### src/rtl/sa_result_drain_4x4_if.sv
// Result stream port of the 4x4 systolic array drain.
// Master drives words, slave returns m_ready.
interface sa_result_drain_4x4_if #(
  parameter int DATA_WIDTH = 16
);
  logic [2*DATA_WIDTH-1:0] m_data;
  logic                    m_valid;
  logic                    m_ready;
  logic                    m_last;
  logic [3:0]              m_row;
  logic [1:0]              m_col;

  modport master (
    output m_data,
    output m_valid,
    output m_last,
    output m_row,
    output m_col,
    input  m_ready
  );

  modport slave (
    input  m_data,
    input  m_valid,
    input  m_last,
    input  m_row,
    input  m_col,
    output m_ready
  );
endinterface

### src/rtl/sa_result_drain_4x4.sv
// Systolic array result reader: waits, pulses result_ld, captures
// ROWS beats of 4 columns, then streams them out row-major.
module sa_result_drain_4x4 #(
  parameter int DATA_WIDTH = 16,
  parameter int ROWS       = 4,
  parameter int LD_DELAY   = 8
) (
  input  logic                    clk,
  input  logic                    rst,
  input  logic                    start,
  output logic                    busy,
  output logic                    done,
  output logic                    result_ld,
  input  logic [2*DATA_WIDTH-1:0] sa_GD0,
  input  logic [2*DATA_WIDTH-1:0] sa_GD1,
  input  logic [2*DATA_WIDTH-1:0] sa_GD2,
  input  logic [2*DATA_WIDTH-1:0] sa_GD3,
  sa_result_drain_4x4_if.master   m_if
);

  localparam int WW = 2 * DATA_WIDTH;
  localparam int RW = (ROWS > 1) ? $clog2(ROWS) : 1;
  localparam int AW = RW + 2;

  localparam logic [RW-1:0] ROW_LAST = RW'(ROWS - 1);
  localparam logic [AW-1:0] W_LAST   = AW'(4 * ROWS - 1);
  localparam logic [15:0]   D_LAST   =
    16'((LD_DELAY > 0) ? LD_DELAY - 1 : 0);

  localparam logic [2:0] S_IDLE  = 3'd0;
  localparam logic [2:0] S_WAIT  = 3'd1;
  localparam logic [2:0] S_LOAD  = 3'd2;
  localparam logic [2:0] S_CAPT  = 3'd3;
  localparam logic [2:0] S_DRAIN = 3'd4;

  logic [2:0]    r_state;
  logic [15:0]   r_dcnt;
  logic [RW-1:0] r_rcnt;
  logic [AW-1:0] r_wcnt;
  logic          r_valid;
  logic          r_done;
  logic          r_ld;
  logic [WW-1:0] r_buf [2**AW];

  logic w_acc;
  logic w_last;

  assign w_last = (r_wcnt == W_LAST);
  assign w_acc  = r_valid & m_if.m_ready;

  always_ff @(posedge clk or negedge rst) begin
    if (!rst) begin
      for (int i = 0; i < 2**AW; i++) begin
        r_buf[i] <= '0;
      end
    end else if (r_state == S_CAPT) begin
      r_buf[{r_rcnt, 2'd0}] <= sa_GD0;
      r_buf[{r_rcnt, 2'd1}] <= sa_GD1;
      r_buf[{r_rcnt, 2'd2}] <= sa_GD2;
      r_buf[{r_rcnt, 2'd3}] <= sa_GD3;
    end
  end

  // A start seen while done is still high belongs to the old job.
  always_ff @(posedge clk or negedge rst) begin
    if (!rst) begin
      r_state <= S_IDLE;
      r_dcnt  <= '0;
      r_rcnt  <= '0;
      r_wcnt  <= '0;
      r_valid <= 1'b0;
      r_done  <= 1'b0;
      r_ld    <= 1'b0;
    end else begin
      r_done <= 1'b0;
      r_ld   <= 1'b0;
      unique case (1'b1)
        (r_state == S_IDLE): begin
          if (start && !r_done) begin
            r_dcnt <= '0;
            if (LD_DELAY == 0) begin
              r_state <= S_LOAD;
              r_ld    <= 1'b1;
            end else begin
              r_state <= S_WAIT;
            end
          end
        end
        (r_state == S_WAIT): begin
          if (r_dcnt == D_LAST) begin
            r_state <= S_LOAD;
            r_ld    <= 1'b1;
          end else begin
            r_dcnt <= r_dcnt + 16'd1;
          end
        end
        (r_state == S_LOAD): begin
          r_state <= S_CAPT;
          r_rcnt  <= '0;
        end
        (r_state == S_CAPT): begin
          if (r_rcnt == ROW_LAST) begin
            r_state <= S_DRAIN;
            r_valid <= 1'b1;
            r_wcnt  <= '0;
          end else begin
            r_rcnt <= r_rcnt + RW'(1);
          end
        end
        (r_state == S_DRAIN): begin
          if (w_acc) begin
            if (w_last) begin
              r_valid <= 1'b0;
              r_done  <= 1'b1;
              r_state <= S_IDLE;
            end else begin
              r_wcnt <= r_wcnt + AW'(1);
            end
          end
        end
        default: begin
          r_state <= S_IDLE;
        end
      endcase
    end
  end

  assign busy      = (r_state != S_IDLE);
  assign done      = r_done;
  assign result_ld = r_ld;

  assign m_if.m_valid = r_valid;
  assign m_if.m_data  = r_valid ? r_buf[r_wcnt] : '0;
  assign m_if.m_row   = r_valid ? 4'(r_wcnt >> 2) : 4'd0;
  assign m_if.m_col   = r_valid ? r_wcnt[1:0] : 2'd0;
  assign m_if.m_last  = r_valid & w_last;

endmodule

### src/flat_wrapper.sv
// flat-port wrapper written by rule: the top's interface ports become plain ports
module sa_result_drain_4x4_flat 
#(
  parameter int DATA_WIDTH = 16,
  parameter int ROWS       = 4,
  parameter int LD_DELAY   = 8
)
  (clk, rst, start, busy, done, result_ld, sa_GD0, sa_GD1, sa_GD2, sa_GD3, m_if_m_data, m_if_m_valid, m_if_m_last, m_if_m_row, m_if_m_col, m_if_m_ready);
  sa_result_drain_4x4_if #(.DATA_WIDTH(DATA_WIDTH)) m_if_i ();
  input  logic clk;
  input  logic rst;
  input  logic start;
  output logic busy;
  output logic done;
  output logic result_ld;
  input  logic [2*DATA_WIDTH-1:0] sa_GD0;
  input  logic [2*DATA_WIDTH-1:0] sa_GD1;
  input  logic [2*DATA_WIDTH-1:0] sa_GD2;
  input  logic [2*DATA_WIDTH-1:0] sa_GD3;
  output wire logic [$bits(m_if_i.m_data)-1:0] m_if_m_data;
  output wire logic [$bits(m_if_i.m_valid)-1:0] m_if_m_valid;
  output wire logic [$bits(m_if_i.m_last)-1:0] m_if_m_last;
  output wire logic [$bits(m_if_i.m_row)-1:0] m_if_m_row;
  output wire logic [$bits(m_if_i.m_col)-1:0] m_if_m_col;
  input wire logic [$bits(m_if_i.m_ready)-1:0] m_if_m_ready;
  assign m_if_m_data = m_if_i.m_data;
  assign m_if_m_valid = m_if_i.m_valid;
  assign m_if_m_last = m_if_i.m_last;
  assign m_if_m_row = m_if_i.m_row;
  assign m_if_m_col = m_if_i.m_col;
  assign m_if_i.m_ready = m_if_m_ready;
  sa_result_drain_4x4 #(.DATA_WIDTH(DATA_WIDTH), .ROWS(ROWS), .LD_DELAY(LD_DELAY)) u_core (.clk(clk), .rst(rst), .start(start), .busy(busy), .done(done), .result_ld(result_ld), .sa_GD0(sa_GD0), .sa_GD1(sa_GD1), .sa_GD2(sa_GD2), .sa_GD3(sa_GD3), .m_if(m_if_i));
endmodule
### config.mk
export PLATFORM = sky130hd
export DESIGN_NAME = sa_result_drain_4x4_flat
export DESIGN_NICKNAME = d
export VERILOG_FILES = /design/src/rtl/sa_result_drain_4x4_if.sv /design/src/rtl/sa_result_drain_4x4.sv /design/src/flat_wrapper.sv
export SDC_FILE = /design/constraint.sdc
export NUM_CORES = 1
export LEC_CHECK = 0
export BUFFER_PORTS_ARGS = -buffer_cell sky130_fd_sc_hd__buf_2
export CAP_MARGIN = 20
export CORE_UTILIZATION = 33
export CTS_CLUSTER_DIAMETER = 40
export DETAILED_ROUTE_END_ITERATION = 10
export GPL_TIMING_DRIVEN = 0
export PLACE_DENSITY = 0.6
export SETUP_SLACK_MARGIN = 0.3
export SLEW_MARGIN = 20
export SYNTH_ARGS = -nofsm -noshare
export SYNTH_HDL_FRONTEND = slang
export SYNTH_SLANG_ARGS = --single-unit
### constraint.sdc
create_clock -name clk -period 2.15 [get_ports clk]
set_input_delay 0.215 -clock clk [delete_from_list [all_inputs] [get_ports clk]]
set_output_delay 0.215 -clock clk [all_outputs]
set_load 0.02 [all_outputs]
==> results, run 1 <==
- The run finished, with violations left.
- The checks that failed: DRC, hold timing, setup timing.
- The setup path with the least slack is of type reg -> out.
- The final count of pins violating max slew was 0.
- The first global-routing pass estimated 114,000 um of wire.
- The maximum vdd ir drop is 0.000686 V.
- The number of max-capacitance violations reported is 0.
- The per-cell routed wire length is 27.1 um.
- The via count is 16,300.
- The total number of nets in the final design is 2,156.
- The switching power share of the total is 31.7%.
- The required time of the critical path is 1.93 ns.
- Along the worst path, the maximum fanout reaches 9.
- Of the total power, the clock network draws 25.3%.
- STA classifies the critical path startpoint as a flop.
- The worst clock skew is 0.0207 ns.
- TritonCTS built the clock tree.
- For the pin with the worst max-slew slack, the measured transition is 0.588 ns.
- The number of global-route vias before repair was 17,200.
- The quantity of hold-fixing buffers added after cts is 130.
- The leftover overflow at the end of global routing is 0.
- The initial DRC count is 1,110.
- The number of vias per cell is 5.34.
- The number of setup violations in the final report is 32.
- In this run the clock root is driven by a clkbuf_16.
- The growth of design area from synthesis to finish is 40.6%.
- The relative slew slack is 60.8%.
- The number of sinks handled by clock tree synthesis is 540.
- The sequential element share of the synthesized area is 55.2%.
- Routability-driven placement finished with a final weighted congestion of 0.857.
- The overall power consumption is 53.2 mW.
- The clock reaches the later pin of the worst-skew pair after 0.62 ns.
- Static timing analysis puts the maximum clock frequency at 355 MHz.
- After synthesis the netlist holds a flip-flop and latch count of 540.
- The initial antenna violation count came to 5.
- Summed over all nets, the half-perimeter wirelength after detailed placement is 49,700 um.
- The level count of the clock H-tree is 3.
- Pin placement for this block handled 175 I/O pins.
- The number of cells produced by synthesis is 1,540.
- In the synthesized netlist the dominant register cell turns out to be dfrtp_1.
- The number of buffers between clock root and the deepest sink is 3.
- In this run the power spent charging and discharging nets is 16.9 mW.
- The post-route netlist has 58.7% of its cells at a drive strength greater than 1.
- The path class of the tightest hold or removal check is in -> async.
- The synthesis warning total is 0.
- From left edge to right edge, the die measures 274 um.
- The quantity of I/O buffers inserted on ports is 172.
- The number of buffers added by the clock tree synthesis step is 78.
- The clock transition at the registers of the reported paths is 0.06 ns.
- Measured along the y axis, the die boundary spans 274 um.
- Yosys mapped a number of flops with a built-in enable equal to 0.
- The pin count of the biggest net entering global routing is 98.
- The initialized floorplan defines 99 standard-cell rows.
- Setup repair after global routing could not meet its margin everywhere.
- The final critical-path required period is 2.82 ns.
- The total area inside the core boundary comes to 73,200 um^2.
- The first detailed-routing pass took 8 iterations.
- The number of design rule violations left after detail routing is 8.
- The total negative slack for setup checks is -19.25 ns.
- The cell area power density is 1540 nW/um^2.
- The detail route stage leaves a number of antenna-violating nets equal to 0.
- The netlist uses 46 different library cells.
- The post-route worst hold slack is -0.594 ns.
- Combinational logic burns 40.5% of the power.
- Cell internal power was estimated by the tool at 36.3 mW.
- The summed instance area of the synthesized netlist is 24,500 um^2.
- Averaged over all synthesized cells, the footprint is 15.9 um^2.
- OpenSTA, run right after detailed placement, puts the worst setup slack at -0.755 ns.
- The starting density of the core is 33.5%.
- In the synthesized netlist the async set-or-reset flop fraction comes to 100%.
- Dividing the final minimum period by the clock period gives 131%.
- The leakage component of the power is 14.7 nW.
- The final worst setup slack is -0.670 ns.
- STA puts the critical path data arrival time at 2.61 ns.
- The sequential fraction of design power is 34.1%.
- In the global route stage, overall resource usage came out at 20.9%.
- The full die area is 75,300 um^2.
- The final number of hold-violating endpoints came to 112.
- The routed wire length is 82,500 um.
- STA classifies the critical path endpoint as an output pin.
-- logic make-up (layout without fill, tap and decap cells) --
kind of cell,count (synthesis),in the layout,share of synthesized area [%]
AO/OA/AOI/OAI,71,71,1.89
buffers and inverters,117,658,2.21
multiplexers,711,711,38.2
AND/OR/NAND/NOR,94,94,2.20
other,1,8,0.0153
flip-flops,540,540,55.2
adder cells (fa/ha/maj),6,6,0.306
-- power groups by stage --
stage                     Combinational, mW  Sequential (mW)  Clock (mW)
after global routing                   22.6             18.6        14.1
after detailed placement               16.9             18.1           0
after CTS                              19.2             17.9        13.6
after floorplan                        12.6             17.0           0
final                                  21.5             18.1        13.5
after global placement                 16.4             17.8           0
-- worst max-delay path: stages (launching register included) --
cell and delay [ns]:
dfrtp_1 0.37, buf_6 0.17, buf_12 0.16, buf_16 0.17
buf_12 0.12, mux4_2 0.50, mux2i_2 0.19, o22ai_2 0.11
buf_2 0.19
-- layer usage --
layer	routed length (um)	up-vias	global-route usage (%)
met2	41100	579	35.2
li1	-	6812	-
met5	8	-	0
met3	4710	155	3.82
met1	33700	8709	26.9
met4	2990	2	7.06
-- area by class of cell --
class                   count  area, um^2
flip-flops and latches    540       13500
multi-input cells         884       11200
clock buffers             100        2260
clock inverters            44         515
inverters                   7        26.3
well taps                 959        1200
plain buffers             110        1690
fillers                  6156       38800
repair buffers            397        4020
diodes                      6        15.0
-- final timing paths --
kind | end | slack, ns | cells past startpoint | start
min in group clk | u_core.r_state[0] | 0.17 | 4 | start
worst max register to register | u_core.r_buf[399] | 0.07 | 10 | u_core.r_state[2]
worst max-delay path | m_if_m_data[1] | -0.67 | 8 | u_core.r_wcnt[0]
worst min register to register | u_core.r_buf[41] | 0.49 | 1 | u_core.r_buf[41]
max in group asynchronous | u_core.r_buf[80] | 0.64 | 5 | rst
worst min-delay path | u_core.r_buf[358] | -0.59 | 1 | rst
-- layout by cell type (no fill, tap or decap), types with 25 or more instances in the layout --
master and n:
mux2_4 78, dlygate4sd3_1 129, buf_6 44, o22ai_2 32, buf_4 45, buf_12 54, mux4_2 128, clkbuf_16 114
mux2i_1 59, dfrtp_1 538, nand2_1 25, mux2_2 417, buf_2 150
-- state kept, by name (all words and copies together), names as in the netlist --
name,flops
u_core.done,1
u_core.m_if.m_valid,1
u_core.r_buf,512
u_core.r_dcnt,16
u_core.r_rcnt,2
u_core.r_state,3
u_core.r_wcnt,4
u_core.result_ld,1
-- synth_stat cells (2+ instances only) --
cell / number / area share (%)
dfrtp_1: 540 / 55
mux2_2: 495 / 23
mux4_2: 128 / 12
buf_2: 76 / 1.6
mux2i_1: 71 / 2.9
o22ai_1: 32 / 0.82
nand2_1: 30 / 0.46
clkbuf_1: 26 / 0.40
mux2_1: 17 / 0.78
a21oi_1: 10 / 0.20
nand3_1: 9 / 0.18
o31ai_1: 8 / 0.25
inv_1: 7 / 0.11
nor2_1: 7 / 0.11
buf_1: 6 / 0.092
ha_1: 6 / 0.31
or4_1: 6 / 0.18
and2_1: 5 / 0.13
nand2b_1: 5 / 0.13
nand4_1: 5 / 0.13
o21ai_0: 5 / 0.10
a22o_1: 4 / 0.14
and3_1: 4 / 0.10
nor3_1: 4 / 0.082
nor3b_1: 4 / 0.12
a31oi_1: 3 / 0.077
nor4_1: 3 / 0.077
o211ai_1: 3 / 0.092
and4_1: 2 / 0.072
buf_4: 2 / 0.061
or3_1: 2 / 0.051
-- metrics by stage --
stage | instances | hold WS (ns) | util, % | cell area, um^2
2_1_floorplan | 1541 | -0.0806 | - | 24800
3_3_place_gp | 2672 | 0.469 | 36.6 | 26800
3_5_place_dp | 2679 | 0.0482 | 36.9 | 27000
4_1_cts | 2991 | 0.106 | 44.6 | 32700
5_1_grt | 3045 | -0.597 | 47.0 | 34400
6_report | 3047 | -0.594 | 47.1 | 34400
-- what timing repair did --
item / in CTS / in global routing
setup buffers: 31 / 18
setup endpoints to repair: 548 / 926
pin swaps: 14 / 19
endpoints found under the hold margin: 625 / 112
cloned: 7 / 33
resized for setup: 331 / 202
(Power assumes the default switching activity.)
==> inputs of run 2 (changes only) <==
clock period = 3.2 ns   (was 2.15 ns; I/O delays follow)
==> results, run 2 (synthesis gave the netlist of run 1 again) <==
- The flow ran to the end, but the final reports show violations.
- The number of sinks handled by clock tree synthesis is 540 (unchanged).
- In the finished design, the share of the clock period the worst path needs comes to 90.6%.
- The nature of the critical path endpoint is an output pin.
- The final worst setup slack was 0.300 ns (+0.971 ns).
- The checks that failed: DRC.
- The level count of the clock H-tree is 3 (unchanged).
- The endpoint identified for the worst register-to-register timing path is u_core.r_buf[139].
- The worst hold path was traced through 2 stages.
- The per-cell routed wire length was 25.8 um (-4.8%).
- The worst slack after detailed placement is 0.0514 ns (+0.807 ns).
- The number of vias per cell is 5.34 (about the same).
- The overall power consumption is 32.2 mW (-39%).
- The initial antenna violation count is 7 (+2).
- The quantity of I/O buffers inserted on ports is 172 (unchanged).
- The antenna violation net count after detailed routing is 0 (unchanged).
- The routed wire length was 74,800 um (-9.4%).
- The worst clock skew is 0.0243 ns (+0.00368 ns).
- The flop-to-flop setup slack is 0.88 ns (+0.81 ns).
- The final count of pins violating max slew came to 0 (unchanged).
- Derived from the worst setup path, the maximum achievable clock frequency is 345 MHz.
- The post-route standard cell area excluding fillers is 30,700 um^2 (-11%).
- Setup repair after global routing could not meet its margin everywhere.
- The buffer type at the clock tree root is clkbuf_16.
- For hold timing, the worst endpoint is u_core.r_buf[21].
- The number of buffers added by the clock tree synthesis step is 77 (-1.3%).
- The number of global-route vias before repair is 16,800 (-2.6%).
- The area after detailed placement was 26,800 um^2 (-0.98%).
- The site row count is 99 (unchanged).
- The placed wire-length estimate after detailed placement is 49,800 um (about the same).
- Ranked by flip-flop count, first place goes to u_core.r_buf.
- The cell area power density is 1050 nW/um^2 (-32%).
- The post-route worst hold slack is 0.00870 ns (+0.602 ns).
- The number of setup violations in the final report is 0 (-100%).
- The initial DRC count is 963 (-13%).
- The placer congestion estimate is 0.833 (-2.8%).
- The vertical die dimension is 274 um (unchanged).
- The depth of the most critical reg-to-reg path came to 7 (-3).
- The core footprint is 73,200 um^2 (unchanged).
- The clock transition at the registers of the reported paths is 0.05 ns (about the same).
- The width of the die was 274 um (unchanged).
- The starting density of the core came to 33.5% (unchanged).
- The library cells used most frequently in the layout, excluding fill and tap cells, are dfrtp_1 (540), mux2_2 (495), buf_2 (231).
- The final critical-path required period is 2.90 ns.
- The most common cell after layout, fill and taps aside is dfrtp_1.
- The via count is 15,500 (-4.8%).
- The total number of nets in the final design is 2,017 (-6.4%).
- The fraction of final layout cells sized beyond drive strength 1 is 55.2% (-3.6 points).
- The largest fanout on the critical path is 10 (+1).
- The number of flip-flops under the largest register name was 512 (unchanged).
- The final number of hold-violating endpoints came to 0 (-100%).
- The relative slew slack is 46.7% (-14 points).
- The min-delay analysis places its worst path in the category in -> reg.
- The actual transition at the worst max-transition pin is 0.799 ns (+0.211 ns).
- The first-pass GRT wire length is 111,000 um (-3.0%).
- The maximum vdd ir drop came to 0.000394 V (-43%).
- The critical path in this run is classified as reg -> out.
- The worst setup path is launched from a flop.
- The leftover overflow at the end of global routing came to 0 (unchanged).
- The full die area came to 75,300 um^2 (unchanged).
- The required time of the critical path is 2.88 ns (+0.95 ns).
- The worst setup path startpoint is u_core.r_wcnt[0].
- The overall track demand over capacity in global routing is 20.1% (-0.75 points).
- The pin count of the biggest net entering global routing was 100 (+2.0%).
- The number of fill cells in the layout is 6,656 (+8.1%).
- The clock latency on the worst-skew pair is 0.62 ns (about the same).
- The startpoint identified for the worst register-to-register timing path is u_core.r_state[1].
- The number of buffers between clock root and the deepest sink is 3 (unchanged).
- The area growth from synthesis to layout is 25.1%.
- The arrival time at the worst endpoint is 2.58 ns (-0.03 ns).
- The launch point of the worst hold path is sa_GD3[21].
- TritonCTS built the clock tree.
- The largest registers in the layout are u_core.r_buf: 512 flops, u_core.r_dcnt: 16 flops, u_core.r_wcnt: 4 flops.
- The number of iterations in the first detailed-routing pass is 8 (unchanged).
- The number of max-capacitance violations reported is 0 (unchanged).
- The leakage component of the power is 12.6 nW (-14%).
- The number of design rule violations left after detail routing is 12 (+4).
- The I/O pin count is 175 (unchanged).
run 2: changes by cell type in the layout (fill, tap and decap cells not counted), moves of 13 or more:
cell	change
buf_2	+81
mux2_2	+78
mux2_4	-78
dlygate4sd3_1	-54
buf_12	-50
buf_6	-37
clkbuf_16	-33
buf_4	-31
o22ai_1	+23
o22ai_2	-23
buf_16	-13
run 2: timing repair:
action / CTS / global route
pin swaps: 0 / 0
gates cloned: 0 / 2
endpoints found under the setup margin: 33 / 26
hold buffers: 75 / 0
gates resized for setup: 111 / 19
hold endpoints to repair: 323 / 0
setup buffers: 3 / 0
run 2: worst max path at each step:
| stage | end |
|---|---|
| 2_1_floorplan | m_if_m_data[0] |
| 3_3_place_gp | u_core.r_buf[338] |
| 3_5_place_dp | m_if_m_data[24] |
| 4_1_cts | m_if_m_data[23] |
| 5_1_grt | m_if_m_data[15] |
| 6_report | m_if_m_data[15] |
run 2: metrics by stage:
stage / util (%) / TNS (ns) / cells
2_1_floorplan: - / 0 / 1541
3_3_place_gp: 36.3 / -4845.52 / 2672
3_5_place_dp: 36.5 / 0 / 2679
5_1_grt: 41.9 / 0 / 2898
6_report: 41.9 / 0 / 2899
4_1_cts: 41.7 / 0 / 2896
run 2: routing by layer:
layer,routed length (um),up-vias,GRT usage [%]
li1,-,6520,-
met1,31500,8393,26.0
met2,37500,423,34.2
met3,4010,132,3.91
met4,1740,14,5.67
met5,86,-,0
run 2: where the power goes:
| part | switching (mW) | internal, mW |
|---|---|---|
| combinational | 5.13 | 6.30 |
| sequential | 1.77 | 10.3 |
| clock | 3.31 | 5.43 |
run 2: area by class of cell:
class                           count  area (um^2)  area share [%]
Sequential cell                   540        13500            44.1
Multi-Input combinational cell    884        10500            34.4
Clock buffer                       93         2120            6.92
Timing Repair Buffer              259         1880            6.15
Tap cell                          959         1200            3.91
Buffer                            110          818            2.67
Clock inverter                     46          548            1.79
Inverter                            7         26.3          0.0857
Antenna cell                        1         2.50         0.00816
run 2: critical path, stage by stage (launching register included):
cell and delay (ns):
dfrtp_1 0.37, buf_6 0.16, buf_12 0.17, buf_16 0.18
mux4_2 0.53, mux2i_2 0.20, o22ai_1 0.16, buf_2 0.19
==> inputs of run 3 (changes only) <==
CORE_ASPECT_RATIO = 0.7   (was default)
MAX_ROUTING_LAYER = met4   (was default)
==> results, run 3 (synthesis gave the netlist of run 1 again) <==
- The worst hold path endpoint is u_core.r_buf[354].
- The number of setup violations in the final report came to 0 (unchanged).
- The number of design rule violations left after detail routing was 0 (-12).
- The level count of the clock H-tree was 3 (unchanged).
- The per-cell routed wire length is 25.8 um (about the same).
- The required time of the critical path is 2.88 ns (about the same).
- The sequential fraction of design power is 38.1% (+0.7 points).
- The worst clock skew is 0.0184 ns (-0.00591 ns).
- The initial DRC count came to 1,090 (+13%).
- The vertical die dimension is 230 um (-16%).
- TritonCTS built the clock tree.
- The total negative slack for setup checks is 0 ns (unchanged).
- Setup repair after global routing could not meet its margin everywhere.
- The final design utilization came to 41.4% (-0.46 points).
- The clock transition at the registers of the reported paths is 0.06 ns (about the same).
- The stage delay of the slowest cell on the critical path is 0.53 ns (about the same).
- The number of flip-flops under the largest register name is 512 (unchanged).
- The classification of the worst-slack hold path is in -> reg.
- The starting density of the core is 33.4% (-0.098 points).
- The internal power summed over all cells was 21.5 mW (-2.1%).
- The final worst setup slack was 0.249 ns (-0.0511 ns).
- Leaving out fill and tap cells, the most frequent cell in the layout is dfrtp_1.
- The post-route standard cell area excluding fillers is 30,400 um^2 (-0.81%).
- The switching power of the nets is 10.1 mW (-1.2%).
- The final critical-path required period is 2.95 ns (+0.0511 ns).
- In this run the most critical hold path is launched from sa_GD0[2].
- The met2 wire length is 33,800 um (-9.9%).
- The count of placed standard cells in the final layout, fillers left out was 2,900 (+0.034%).
- The routed wire length is 74,800 um (about the same).
- The placer congestion estimate is 0.858 (+3.0%).
- The critical path goes through buf_8, buf_12, buf_16, mux4_2, mux2i_2, o22ai_2, buf_2.
- The number of cells after detailed placement is 2,695 (+0.60%).
- The leakage component of the power is 12.5 nW (-1.1%).
- The number of global-route vias before repair came to 16,300 (-3.1%).
- The highest metal layer with signal wires is met4.
- In the final layout, the registers with the most flip-flops are u_core.r_buf: 512 flops, u_core.r_dcnt: 16 flops, u_core.r_wcnt: 4 flops.
- The overall track demand over capacity in global routing is 20.6% (+0.49 points).
- The number of max-capacitance violations reported is 0 (unchanged).
- The worst path buffer plus inverter count came to 4 (unchanged).
- The number of iterations in the first detailed-routing pass is 5 (-3).
- The I/O pin count was 175 (unchanged).
- The share of the cycle needed by the critical path after routing is 92.2% (+1.6 points).
- The placed wire-length estimate after detailed placement is 49,800 um (+0.11%).
- The final number of hold-violating endpoints came to 0 (unchanged).
- The kind of cell adding the most delay to the critical path is multiplexers.
- The proportion of power drawn by combinational gates was 36.4% (+0.9 points).
- Counting flops per register, the top entry is u_core.r_buf.
- The initial antenna violation count is 4 (-3).
- The maximum operating frequency is 339 MHz (-1.7%).
- The slowest library cell on the worst path is mux4_2.
- The width of the die is 328 um (+19%).
- The maximum vdd ir drop came to 0.000543 V (+38%).
- The type of origin of the critical path is a flop.
- The core footprint came to 73,400 um^2 (+0.29%).
- The number of buffers between clock root and the deepest sink is 3 (unchanged).
- The depth of the most critical reg-to-reg path was 7 (unchanged).
- The fraction of final layout cells sized beyond drive strength 1 is 54.7% (-0.50 points).
- The switching power share of the total was 31.9% (+0.19 points).
- The amount of wire on met3 after detailed routing is 3860 um (-3.6%).
- The cell area power density came to 1040 nW/um^2 (-1.0%).
- The area growth from synthesis to layout is 24.1%.
- The number of sinks handled by clock tree synthesis is 540 (unchanged).
- The cell count of the worst hold path is 2 (unchanged).
- The terminus of the critical flop-to-flop path is u_core.r_buf[39].
- The quantity of I/O buffers inserted on ports is 172 (unchanged).
- The largest fanout on the critical path is 10 (unchanged).
- The number of buffers added by the clock tree synthesis step is 68 (-12%).
- The relative slew slack is 50.2% (+3.5 points).
- The actual transition at the worst max-transition pin is 0.746 ns (-0.0527 ns).
- The via count is 15,400 (-0.34%).
- The full die area is 75,300 um^2 (about the same).
- The area after detailed placement was 26,700 um^2 (about the same).
- The leftover overflow at the end of global routing is 0 (unchanged).
- The worst setup path is of the reg -> out kind.
- The site row count was 83 (-16%).
- In this run the clock root is driven by a clkbuf_16.
- The number of vias per cell came to 5.32 (-0.38%).
- The clock latency on the worst-skew pair is 0.60 ns (-0.02 ns).
- The wire length the detailed router placed on met1 came to 35,800 um (+14%).
- The worst slack after detailed placement is -0.0650 ns (-0.116 ns).
- In the layout the commonest cells are dfrtp_1 (540), mux2_2 (495), buf_2 (228).
- The pin count of the biggest net entering global routing was 103 (+3.0%).
- The flow ran to the end, and the final reports show no timing, DRC or antenna violations.
- The total number of nets in the final design was 2,008 (-0.45%).
- The startpoint identified for the worst register-to-register timing path is u_core.r_state[2].
- The portion of total power attributed to the clock network is 25.5% (-1.6 points).
- The arrival time at the worst endpoint is 2.63 ns (+0.05 ns).
- The final count of pins violating max slew came to 0 (unchanged).
- The first-pass GRT wire length is 110,000 um (-0.95%).
- The antenna violation net count after detailed routing came to 0 (unchanged).
- The worst setup path is captured at an output pin.
- The flop-to-flop setup slack is 0.86 ns (-0.02 ns).
==> run 3: cell types whose count changed in the layout (fill, tap and decap cells not counted), moves of 3 or more <==
cell / before / now
clkbuf_16: 81 / 72
dlygate4sd3_1: 75 / 78
inv_6: 11 / 7
clkbuf_4: 4 / 7
clkinvlp_4: 8 / 5
buf_2: 231 / 228
mux2i_1: 63 / 58
clkbuf_2: 9 / 6
mux2i_2: 7 / 12
clkinv_4: 9 / 3
==> run 3: what timing repair did <==
action,4_1_cts,5_1_grt
pin swaps,0,2
hold buffers,76,2
endpoints found under the hold margin,325,2
cloned,0,1
gates resized for setup,123,29
buffers inserted,2,1
endpoints found under the setup margin,34,32
==> run 3: power groups by stage <==
| stage | logic, mW | registers [mW] | clock network, mW |
|---|---|---|---|
| floorplan | 8.02 | 11.4 | 0 |
| finish | 11.5 | 12.1 | 8.06 |
| detailed placement | 10.9 | 12.1 | 0 |
| global route | 12.3 | 12.4 | 8.51 |
| global placement | 10.6 | 11.9 | 0 |
| CTS | 11.4 | 12.0 | 8.18 |
==> run 3: worst max path at each step <==
stage                                start           endpoint  cells after the start
after floorplan           u_core.r_wcnt[0]     m_if_m_data[0]                      6
after global placement                 rst  u_core.r_buf[154]                      1
after detailed placement  u_core.r_wcnt[1]    m_if_m_data[31]                      7
after CTS                 u_core.r_wcnt[0]    m_if_m_data[24]                      7
after global routing      u_core.r_wcnt[0]    m_if_m_data[16]                      7
final                     u_core.r_wcnt[0]    m_if_m_data[25]                      7
==> run 3: per-layer routing <==
layer / global-route usage [%] / up-vias
met1: 29.9 / 8356
met5: - / -
met2: 29.8 / 435
li1: - / 6529
met4: 4.72 / 0
met3: 3.84 / 109
==> run 3: layout make-up <==
cell class              instances  area (um^2)
flip-flops and latches        540        13500
clock buffers                  86         1910
multi-input cells             884        10600
plain buffers                 110          862
inverters                       7         26.3
well taps                     977         1220
diodes                          3         7.51
repair buffers                259         1860
fillers                      6630        43000
clock inverters                34          449
==> run 3: stage by stage <==
step | hold slack (ns) | power (mW)
2_1_floorplan | 0.0244 | 19.4
3_3_place_gp | 0.470 | 22.5
3_5_place_dp | 0.394 | 23.0
4_1_cts | 0.00146 | 31.6
5_1_grt | 0.00755 | 33.2
6_report | 0.0175 | 31.6
